<file path="src/rtl/cpu_pkg.sv">
// Shared widths, ALU opcodes, forward-select codes and multiply FSM states
// for the 16-bit pipelined CPU.
package cpu_pkg;

  localparam int unsigned DW = 16;
  localparam int unsigned AW = 3;

  localparam logic [3:0] ALU_ADD = 4'b0000;
  localparam logic [3:0] ALU_SUB = 4'b0001;
  localparam logic [3:0] ALU_AND = 4'b0010;
  localparam logic [3:0] ALU_OR  = 4'b0011;
  localparam logic [3:0] ALU_XOR = 4'b0100;
  localparam logic [3:0] ALU_SLT = 4'b0101;
  localparam logic [3:0] ALU_SLL = 4'b0110;
  localparam logic [3:0] ALU_SRL = 4'b0111;
  localparam logic [3:0] ALU_SRA = 4'b1000;
  localparam logic [3:0] ALU_MUL = 4'b1001;

  localparam logic [1:0] FWD_REG = 2'b00;
  localparam logic [1:0] FWD_WB  = 2'b01;
  localparam logic [1:0] FWD_MEM = 2'b10;

  typedef enum logic [1:0] {
    MUL_IDLE = 2'b00,
    MUL_BUSY = 2'b01,
    MUL_DONE = 2'b10
  } mul_state_t;

endpackage

</file>
<file path="src/rtl/seq_mul16.sv">
// Iterative shift-add multiplier: latches operands on start, performs one
// step per cycle while busy, then presents the low DW product bits in DONE.
module seq_mul16 #(
  parameter int unsigned DW         = 16,
  parameter int unsigned MUL_CYCLES = 16
) (
  input  logic          clk,
  input  logic          rst,
  input  logic          start,
  input  logic [DW-1:0] a,
  input  logic [DW-1:0] b,
  output logic          busy,
  output logic          done,
  output logic [DW-1:0] product
);
  import cpu_pkg::*;

  localparam int unsigned CW = (MUL_CYCLES > 1) ? $clog2(MUL_CYCLES) : 1;

  mul_state_t    state, state_next;
  logic [CW-1:0] count;
  logic [DW-1:0] mcand, mplier, acc;
  logic          load, step;

  // State register
  always_ff @(posedge clk) begin
    if (rst) state <= MUL_IDLE;
    else     state <= state_next;
  end

  // Next state and handshake outputs; busy is asserted in the issue cycle
  // itself so the pipeline freezes before the first step is taken.
  always_comb begin
    state_next = state;
    busy       = 1'b0;
    done       = 1'b0;
    load       = 1'b0;
    step       = 1'b0;
    case (state)
      MUL_IDLE: begin
        if (start) begin
          busy       = 1'b1;
          load       = 1'b1;
          state_next = MUL_BUSY;
        end
      end
      MUL_BUSY: begin
        busy = 1'b1;
        step = 1'b1;
        if (count == '0) state_next = MUL_DONE;
      end
      MUL_DONE: begin
        done       = 1'b1;
        state_next = MUL_IDLE;
      end
      default: state_next = MUL_IDLE;
    endcase
    if (rst) begin
      busy = 1'b0;
      done = 1'b0;
    end
  end

  // Operand latch, iteration counter and accumulator
  always_ff @(posedge clk) begin
    if (rst) begin
      mcand  <= '0;
      mplier <= '0;
      acc    <= '0;
      count  <= '0;
    end else if (load) begin
      mcand  <= a;
      mplier <= b;
      acc    <= '0;
      count  <= CW'(MUL_CYCLES - 1);
    end else if (step) begin
      if (mplier[0]) acc <= acc + mcand;
      mcand  <= mcand << 1;
      mplier <= mplier >> 1;
      if (count != '0) count <= count - 1'b1;
    end
  end

  assign product = acc;

endmodule

</file>
<file path="src/rtl/execute_cycle.sv">
// Execute stage: operand forwarding, single-cycle ALU, iterative multiply
// with pipeline stall, branch/jump resolution and the E->M pipeline register.
module execute_cycle #(
  parameter int unsigned DW         = cpu_pkg::DW,
  parameter int unsigned AW         = cpu_pkg::AW,
  parameter int unsigned MUL_CYCLES = 16
) (
  input  logic          clk,
  input  logic          rst,
  input  logic          RegwriteE,
  input  logic [1:0]    ResultSrcE,
  input  logic          MemwriteE,
  input  logic          JumpE,
  input  logic          BranchE,
  input  logic [3:0]    ALUControlE,
  input  logic          ALUSrcE,
  input  logic [DW-1:0] RD1E,
  input  logic [DW-1:0] RD2E,
  input  logic [DW-1:0] ImmExtE,
  input  logic [AW-1:0] RdE,
  input  logic [DW-1:0] pcE,
  input  logic [DW-1:0] pc_plus4E,
  input  logic [1:0]    ForwardAE,
  input  logic [1:0]    ForwardBE,
  input  logic [DW-1:0] ResultW,
  output logic          StallE,
  output logic          PCSrcE,
  output logic [DW-1:0] PCTargetE,
  output logic          RegwriteM,
  output logic [1:0]    ResultSrcM,
  output logic          MemwriteM,
  output logic [AW-1:0] RdM,
  output logic [DW-1:0] ALUResultM,
  output logic [DW-1:0] WriteDataM,
  output logic [DW-1:0] pc_plus4M
);
  import cpu_pkg::*;

  logic [DW-1:0] src_a, fwd_b, src_b, alu_result, product;
  logic          mul_busy, mul_done, zero;
  logic [3:0]    shamt;

  // Forward muxes for both operands, then immediate select for B
  always_comb begin
    case (ForwardAE)
      FWD_WB:  src_a = ResultW;
      FWD_MEM: src_a = ALUResultM;
      default: src_a = RD1E;
    endcase
    case (ForwardBE)
      FWD_WB:  fwd_b = ResultW;
      FWD_MEM: fwd_b = ALUResultM;
      default: fwd_b = RD2E;
    endcase
    src_b = ALUSrcE ? ImmExtE : fwd_b;
  end

  assign shamt = src_b[3:0];

  // Single-cycle ALU; MUL selects the multiplier accumulator, which is only
  // consumed by the M register in the DONE cycle
  always_comb begin
    alu_result = '0;
    case (ALUControlE)
      ALU_ADD: alu_result = src_a + src_b;
      ALU_SUB: alu_result = src_a - src_b;
      ALU_AND: alu_result = src_a & src_b;
      ALU_OR:  alu_result = src_a | src_b;
      ALU_XOR: alu_result = src_a ^ src_b;
      ALU_SLT: alu_result = {{(DW-1){1'b0}}, ($signed(src_a) < $signed(src_b))};
      ALU_SLL: alu_result = src_a << shamt;
      ALU_SRL: alu_result = src_a >> shamt;
      ALU_SRA: alu_result = DW'($signed(src_a) >>> shamt);
      ALU_MUL: alu_result = product;
      default: alu_result = '0;
    endcase
  end

  seq_mul16 #(
    .DW         (DW),
    .MUL_CYCLES (MUL_CYCLES)
  ) u_mul (
    .clk     (clk),
    .rst     (rst),
    .start   (ALUControlE == ALU_MUL),
    .a       (src_a),
    .b       (src_b),
    .busy    (mul_busy),
    .done    (mul_done),
    .product (product)
  );

  assign StallE    = mul_busy;
  assign zero      = (src_a == src_b);
  assign PCTargetE = pcE + ImmExtE;
  assign PCSrcE    = ~rst & (JumpE | (BranchE & zero));

  // E->M pipeline register; a stalled cycle pushes a bubble downstream
  always_ff @(posedge clk) begin
    if (rst || StallE) begin
      RegwriteM  <= 1'b0;
      ResultSrcM <= '0;
      MemwriteM  <= 1'b0;
      RdM        <= '0;
      ALUResultM <= '0;
      WriteDataM <= '0;
      pc_plus4M  <= '0;
    end else begin
      RegwriteM  <= RegwriteE;
      ResultSrcM <= ResultSrcE;
      MemwriteM  <= MemwriteE;
      RdM        <= RdE;
      ALUResultM <= alu_result;
      WriteDataM <= fwd_b;
      pc_plus4M  <= pc_plus4E;
    end
  end

  logic unused_done;
  assign unused_done = mul_done;

endmodule

</file>
<file path="config.mk">
export PLATFORM = sky130hd
export DESIGN_NAME = execute_cycle
export DESIGN_NICKNAME = d
export VERILOG_FILES = /design/src/rtl/cpu_pkg.sv /design/src/rtl/seq_mul16.sv /design/src/rtl/execute_cycle.sv
export SDC_FILE = /design/constraint.sdc
export NUM_CORES = 1
export LEC_CHECK = 0
export BUFFER_PORTS_ARGS = -buffer_cell sky130_fd_sc_hd__buf_2
export CAP_MARGIN = 15
export CORE_AREA = 3 3 137 139
export CTS_CLUSTER_DIAMETER = 40
export DETAILED_ROUTE_END_ITERATION = 10
export DIE_AREA = 0 0 140 142
export GPL_ROUTABILITY_DRIVEN = 1
export PLACE_DENSITY = 0.89
export SLEW_MARGIN = 10
export SYNTH_ARGS = -nofsm -noshare
export SYNTH_HDL_FRONTEND = slang
export SYNTH_SLANG_ARGS = --single-unit
</file>
<file path="constraint.sdc">
create_clock -name clk -period 11.18 [get_ports clk]
set_clock_uncertainty 0.15 [all_clocks]
set_input_delay 0.559 -clock clk [delete_from_list [all_inputs] [get_ports clk]]
set_output_delay 0.559 -clock clk [all_outputs]
set_load 0.02 [all_outputs]
</file>
* Word-level counts from Yosys, hierarchy flattened *
Index checks and enable logic that the tools add are counted.

storage, ports and cells
  flip-flop bits (word level) = 109
  bits in latches = 0
  memory bits (writable) = 0
  memory bits (read-only) = 0
  output and inout port bits = 73
  memories kept = 0

operators by class
  add/subtract/negate cells = 5
  multiply operators = 0
  divide/modulo/power cells = 0
  order comparisons = 1
  eq/ne operators = 17
  shift operators = 3
  mux-type cells = 19
  bitwise gates (word level) = 7
  reduce and logical (&&, ||, !) cells = 11

operator list
  operator                                       number
  one-hot mux 16 bit (10 select lines)           1
  two-way mux 16 bit                             5
  one-hot mux 16 bit (2 select lines)            2
  adder 16 bit                                   3
  AND 16 bit                                     1
  == test 16 bit                                 1
  == test 4 x 3 -> 1 bit, second input constant  4
  less-than comparator 16 bit                    1
  bitwise OR 16 bit                              1
  << shifter 16 x 4 -> 16 bit                    1
  right shift 16 x 4 -> 16 bit                   1
  >>> shifter 16 x 4 -> 16 bit                   1
  subtractor 16 bit                              1
  XOR 16 bit                                     1
  two-way mux 4 bit                              3
  == test 4 x 2 -> 1 bit, second input constant  2
  == test 4 bit, second input constant           2
  zero test 4 bit                                2
  == test 2 x 1 -> 1 bit, second input constant  3
  AND reduction 2 bit                            3
  == test 2 bit, second input constant           2
  == test 4 x 1 -> 1 bit, second input constant  1
  two-way mux 1 bit                              4
  two-way mux 2 bit                              2
  other kinds (12)                               15

* Depth between registers and ports, before layout *
  depth after elaboration = 7
  gate-level depth with buffers = 19
  depth with buffers taken out = 16

* By module *
A second synthesis with hierarchy kept.

second synthesis, totals
  cell total of the unflattened synthesis = 1265
  area, all modules = 9551.7 µm²

modules (own cells, without submodules)
  module         instances  cells each  area each (µm²)
  execute_cycle  1          923         6722.7
  seq_mul16      1          342         2829.0

* Worst setup path before layout *
No wires, ideal clock.

  path type = in2reg
  start point = in ForwardBE[0]
  end point = reg ALUResultM[0]
  setup time = 0.076 ns
  data arrival time = 3.818 ns
  data required time = 10.954 ns
  path slack = 7.136 ns
  stages = 18
  path buffers = 3
  path through = inv_1 -> ha_1 -> buf_6 -> inv_1 -> clkbuf_1 -> o21ai_0 -> o21ai_0 -> inv_1 -> ha_1 -> buf_6 -> and3_1 -> a221oi_1 -> nor2b_1 -> a211oi_2 -> o21ai_1 -> a2111oi_2 -> o211ai_1 -> a31oi_1

between the ends
  longest elaborated chain between the ends = 5
  elaborated cells between the ends (all ways) = 14

RTL lines
  item                                                     line                  RTL
  start, declared                                          execute_cycle.sv:24   input logic [1:0] ForwardBE,
  == test 2 bit or == test 2 x 1 -> 1 bit (tied branches)  execute_cycle.sv:50   case (ForwardBE)
  one-hot mux 16 bit (2 select lines) (*)                  execute_cycle.sv:50
  two-way mux 16 bit (*)                                   execute_cycle.sv:55   src_b = ALUSrcE ? ImmExtE : fwd_b;
  subtractor 16 bit (tied with other cells)                execute_cycle.sv:66   ALU_SUB: alu_result = src_a - src_b;
  one-hot mux 16 bit (10 select lines) (*)                 execute_cycle.sv:64   case (ALUControlE)
  end signal, assigned                                     execute_cycle.sv:113  ALUResultM <= alu_result;
  end, declared                                            execute_cycle.sv:33   output logic [DW-1:0] ALUResultM,

Mark *: on every way between the ends. The rest lies on a longest branch, timed or not.
A chain may end at the register's enable or synchronous reset.

* Final worst setup path *
  start point = in ForwardBE[0]
  end point = reg ALUResultM[15]

between the ends
  longest elaborated chain between the ends = 5
  elaborated cells between the ends (all ways) = 13

RTL lines
  item                                                     line
  == test 2 bit or == test 2 x 1 -> 1 bit (tied branches)  execute_cycle.sv:50
  one-hot mux 16 bit (2 select lines) (*)                  execute_cycle.sv:50
  two-way mux 16 bit (*)                                   execute_cycle.sv:55
  subtractor 16 bit (tied with other cells)                execute_cycle.sv:66
  one-hot mux 16 bit (10 select lines) (*)                 execute_cycle.sv:64

Marked as above.

==> impl_results.rst <==
.. list-table::
   :header-rows: 1

   * - Metric
     - Value
   * - Clock Pin Slew Worst Setup and Hold Paths
     - approximately 0.090 ns
   * - Power density relative to cell area
     - about 120 nW/um2
   * - Most common cell in the netlist
     - sky130_fd_sc_hd__nand2_1
   * - Number of max-cap violations
     - 0
   * - Area occupied by registers
     - 2180 um2
   * - Count of pins on the block boundary
     - ~190
   * - Overall routing resource usage
     - 0.345
   * - Fillers
     - 1600
   * - Number of diodes
     - 0
   * - Number of buffers created by CTS
     - 9
   * - Slew of the pin with the lowest slew margin
     - around 1.1 ns
   * - Maximum number of pins on one net before global-route repair
     - 52
   * - Core Region
     - between 15000 and 20000 um2
   * - Mean Syn Cell Area
     - about 7.6 um2
   * - Number of pins with negative max-slew slack in the final report
     - 0
   * - Post-synthesis instance total
     - 1279
   * - Quantity of hold-fixing buffers added after cts
     - 0
   * - Cell area after placement
     - ~11000 um2
   * - Reg2Reg Setup Slack
     - ~6.8 ns
   * - DRC violations left
     - 0
   * - Launch instance of the worst register-to-register path
     - ALUResultM[0]
   * - Total area of multi-input combinational cells
     - ~6800 um2
   * - Starting Density
     - 0.544
   * - CTS resizes
     - 0
   * - Crit path launch
     - ForwardBE[0]
   * - Synthesis-to-layout area growth
     - 13.3%
   * - Shortest period the worst path allows
     - roughly 5 ns
   * - Layout Utilization
     - 0.616
   * - Max clock buf depth
     - 2
   * - CP most frequent cell
     - sky130_fd_sc_hd__inv_1
   * - Achievable frequency
     - about 0.20 GHz
   * - CP max stage delay
     - between 0.6 and 0.7 ns
   * - Cell types with the largest area share after synthesis
     - sky130_fd_sc_hd__dfxtp_1 (23%), sky130_fd_sc_hd__ha_1 (11%), sky130_fd_sc_hd__nand2_1 (6.5%), sky130_fd_sc_hd__mux2i_1 (4.8%), sky130_fd_sc_hd__a21oi_1 (4.6%)
   * - Post-CTS setup buffer count
     - 0
   * - Number of sinks handled by clock tree synthesis
     - 109
   * - Height of the chip
     - between 100 and 150 um
   * - Top fanout value on the critical path
     - 29
   * - Largest vdd supply drop
     - approximately 94 uV
   * - EDFF count, synth
     - 0
   * - Worst-path cell with the longest stage delay
     - sky130_fd_sc_hd__ha_1
   * - Synth Register Bits
     - ~110
   * - Routed wire length
     - roughly 36000 um
   * - Hold WC Path Type
     - input pin to flop
   * - Run status
     - finished clean
   * - Post-Layout Inst Area
     - 11000 um2
   * - Share of layout cells above drive strength 1
     - 0.185
   * - Final net count
     - roughly 1600
   * - Port buffer count
     - approximately 190
   * - Worst-path cell chain
     - buf_2 -> inv_1 -> ha_1 -> inv_1 -> o21ai_1 -> o21a_1 -> buf_4 -> inv_1 -> ha_1 -> or3_1 -> o211ai_1 -> a31oi_1 -> o41ai_1 -> o31ai_1 -> a221oi_1 -> a21oi_1
   * - Detail-routed via count per cell
     - 6.43
   * - Die Footprint
     - roughly 20000 um2
   * - Period utilisation layout
     - 0.446
   * - Area leader, netlist
     - sky130_fd_sc_hd__dfxtp_1
   * - Buffer cell driving the clock tree root
     - sky130_fd_sc_hd__clkbuf_16
   * - Initial antenna violation count
     - 0
   * - Part of the Yosys area used for sequential elements
     - 0.226
   * - Number of cells after detailed placement
     - about 1600
   * - Ys async rst share
     - 0
   * - Final setup violation count
     - 0
   * - Total number of vias
     - ~11000
   * - Crit. End Element
     - flop
   * - Cell leakage power
     - approximately 4.9 nW
   * - Overall die width
     - about 140 um
   * - Yosys warns
     - 0
   * - Cell area after synthesis
     - 9670 um2
   * - Path type of the worst setup path
     - input pin to flop
   * - Cell family with the largest share of critical-path delay
     - compound AO/OA/AOI/OAI gates
   * - RD Place Congestion
     - ~1
   * - Number of nets with antenna violations after routing
     - 0
   * - Global-route congestion overflow total
     - 0
   * - CP Data Arrival Time
     - 5.07 ns
   * - Launch instance of the worst min-delay path
     - pc_plus4E[5]
   * - Rel. slew slack
     - 0.266
   * - First drt pass iteration count
     - 6
   * - Vias in the first global route
     - about 9900
   * - Unique masters post-synth
     - 86
   * - Portion of synthesized cell area occupied by the leading cell type
     - 0.226
   * - Drt initial violations
     - approximately 1100
   * - Commonest cells in the netlist
     - sky130_fd_sc_hd__nand2_1 (168), sky130_fd_sc_hd__nor2_1 (116), sky130_fd_sc_hd__dfxtp_1 (109), sky130_fd_sc_hd__a21oi_1 (88), sky130_fd_sc_hd__ha_1 (87)
   * - TritonCTS clock tree
     - done
   * - H-tree levels
     - 3
   * - Clock network latency to the later pin of the worst-skew pair
     - 0.37 ns
   * - Buf/Inv on CP
     - 5
   * - HPWL after detailed placement
     - roughly 28000 um
   * - Most instantiated flip-flop cell in the synthesis netlist
     - sky130_fd_sc_hd__dfxtp_1
   * - Sort of element at the start of the critical path
     - input pin
   * - Worst EP required
     - around 11 ns
   * - Post-detailed-route wirelength per cell
     - around 22 um
   * - Number of standard cells in the layout, taps in and fillers out
     - between 1500 and 2000
   * - Setup repair after global routing missed its margin
     - no
   * - First-pass GRT wire length
     - roughly 55000 um
   * - Total negative slack
     - 0 ns
   * - Total power of the final layout
     - about 1.3 mW
   * - Hold violation count in the final report
     - 0
   * - Total nets after synthesis
     - 1486
   * - Std-Cell Rows
     - 49
==> final timing paths <==
| check | endpoint | cells after the start |
|---|---|---|
| max | ALUResultM[15] | 16 |
| min | pc_plus4M[5] | 2 |
| max reg2reg | ALUResultM[15] | 13 |
| min reg2reg | u_mul.mplier[0] | 2 |
==> stage by stage <==
stage                     hold WS [ns]  worst slack [ns]
final                            0.254              6.19
after global routing             0.250              5.89
after CTS                        0.251              6.38
after detailed placement         0.322              6.00
after global placement           0.296              6.04
after floorplan                  0.286              7.14
==> metal layers <==
| layer | up-vias | part of all wire | global-route usage |
|---|---|---|---|
| met5 | - | 0 | 0 |
| met4 | 0 | 0.054 | 0.171 |
| met3 | 128 | 0.10 | 0.0672 |
| met2 | 641 | 0.45 | 0.563 |
| met1 | 4901 | 0.39 | 0.439 |
| li1 | 4937 | - | - |
==> logic make-up after synthesis <==
group	after synthesis	synth area share
simple gates	420	0.195
buf+inv	151	0.0716
fa+ha+maj	91	0.121
mux	51	0.0534
xor+xnor	34	0.0308
compound gates	423	0.302
flops	109	0.226
==> cell type report <==
type / count / share of cell area
inverters: 65 / 0.0228
repair buffers: 212 / 0.102
clock buffers: 9 / 0.0206
well taps: 229 / 0.0261
flip-flops and latches: 109 / 0.199
multi-input cells: 1019 / 0.621
clock inverters: 7 / 0.00765
==> cells in the final DEF, fill, tap and decap left out, types with 9 or more instances in the layout <==
cell type | netlist | routed
sky130_fd_sc_hd__buf_2 | 14 | 188
sky130_fd_sc_hd__nand2_1 | 168 | 168
sky130_fd_sc_hd__nor2_1 | 116 | 116
sky130_fd_sc_hd__dfxtp_1 | 109 | 109
sky130_fd_sc_hd__a21oi_1 | 88 | 88
sky130_fd_sc_hd__ha_1 | 87 | 87
sky130_fd_sc_hd__o21ai_0 | 72 | 72
sky130_fd_sc_hd__inv_1 | 61 | 61
sky130_fd_sc_hd__mux2i_1 | 46 | 46
sky130_fd_sc_hd__a22oi_1 | 33 | 33
sky130_fd_sc_hd__and3_1 | 31 | 31
sky130_fd_sc_hd__xnor2_1 | 27 | 27
sky130_fd_sc_hd__nor3_1 | 25 | 24
sky130_fd_sc_hd__buf_4 | 8 | 24
sky130_fd_sc_hd__a211oi_1 | 23 | 23
sky130_fd_sc_hd__a311oi_1 | 22 | 22
sky130_fd_sc_hd__a31oi_1 | 21 | 21
sky130_fd_sc_hd__nand3_1 | 20 | 20
sky130_fd_sc_hd__o21ai_1 | 15 | 15
sky130_fd_sc_hd__a221o_1 | 15 | 15
sky130_fd_sc_hd__a21o_1 | 15 | 15
sky130_fd_sc_hd__nor2b_1 | 14 | 13
sky130_fd_sc_hd__o21a_1 | 11 | 11
sky130_fd_sc_hd__nand2b_1 | 11 | 11
sky130_fd_sc_hd__o31ai_1 | 10 | 10
sky130_fd_sc_hd__clkbuf_16 | 0 | 9
==> registers in the layout, summed over array words and instances, names as in the netlist, 2 cells and up <==
| name | flops |
|---|---|
| ResultSrcM | 2 |
| u_mul.state | 2 |
| RdM | 3 |
| u_mul.count | 4 |
| pc_plus4M | 16 |
| WriteDataM | 16 |
| u_mul.mcand | 16 |
| u_mul.mplier | 16 |
| u_mul.product | 16 |
| ALUResultM | 16 |
==> worst reg2reg max path: stages (launching register included) <==
cell	delay, ns
sky130_fd_sc_hd__dfxtp_1	0.37
sky130_fd_sc_hd__a22oi_1	0.26
sky130_fd_sc_hd__a221o_2	0.19
sky130_fd_sc_hd__buf_4	0.38
sky130_fd_sc_hd__clkinv_2	0.49
sky130_fd_sc_hd__ha_1	0.39
sky130_fd_sc_hd__nor2b_1	0.15
sky130_fd_sc_hd__o311a_1	0.34
sky130_fd_sc_hd__o211ai_1	0.25
sky130_fd_sc_hd__a31oi_1	0.17
sky130_fd_sc_hd__o41ai_1	0.53
sky130_fd_sc_hd__o31ai_1	0.15
sky130_fd_sc_hd__a221oi_1	0.30
sky130_fd_sc_hd__a21oi_1	0.10
==> where the power goes <==
group          internal [mW]  switching (mW)
clock network          0.161           0.184
logic                  0.191           0.350
registers              0.408          0.0135
total                  0.760           0.548
Power figures use the tool's default switching activity.
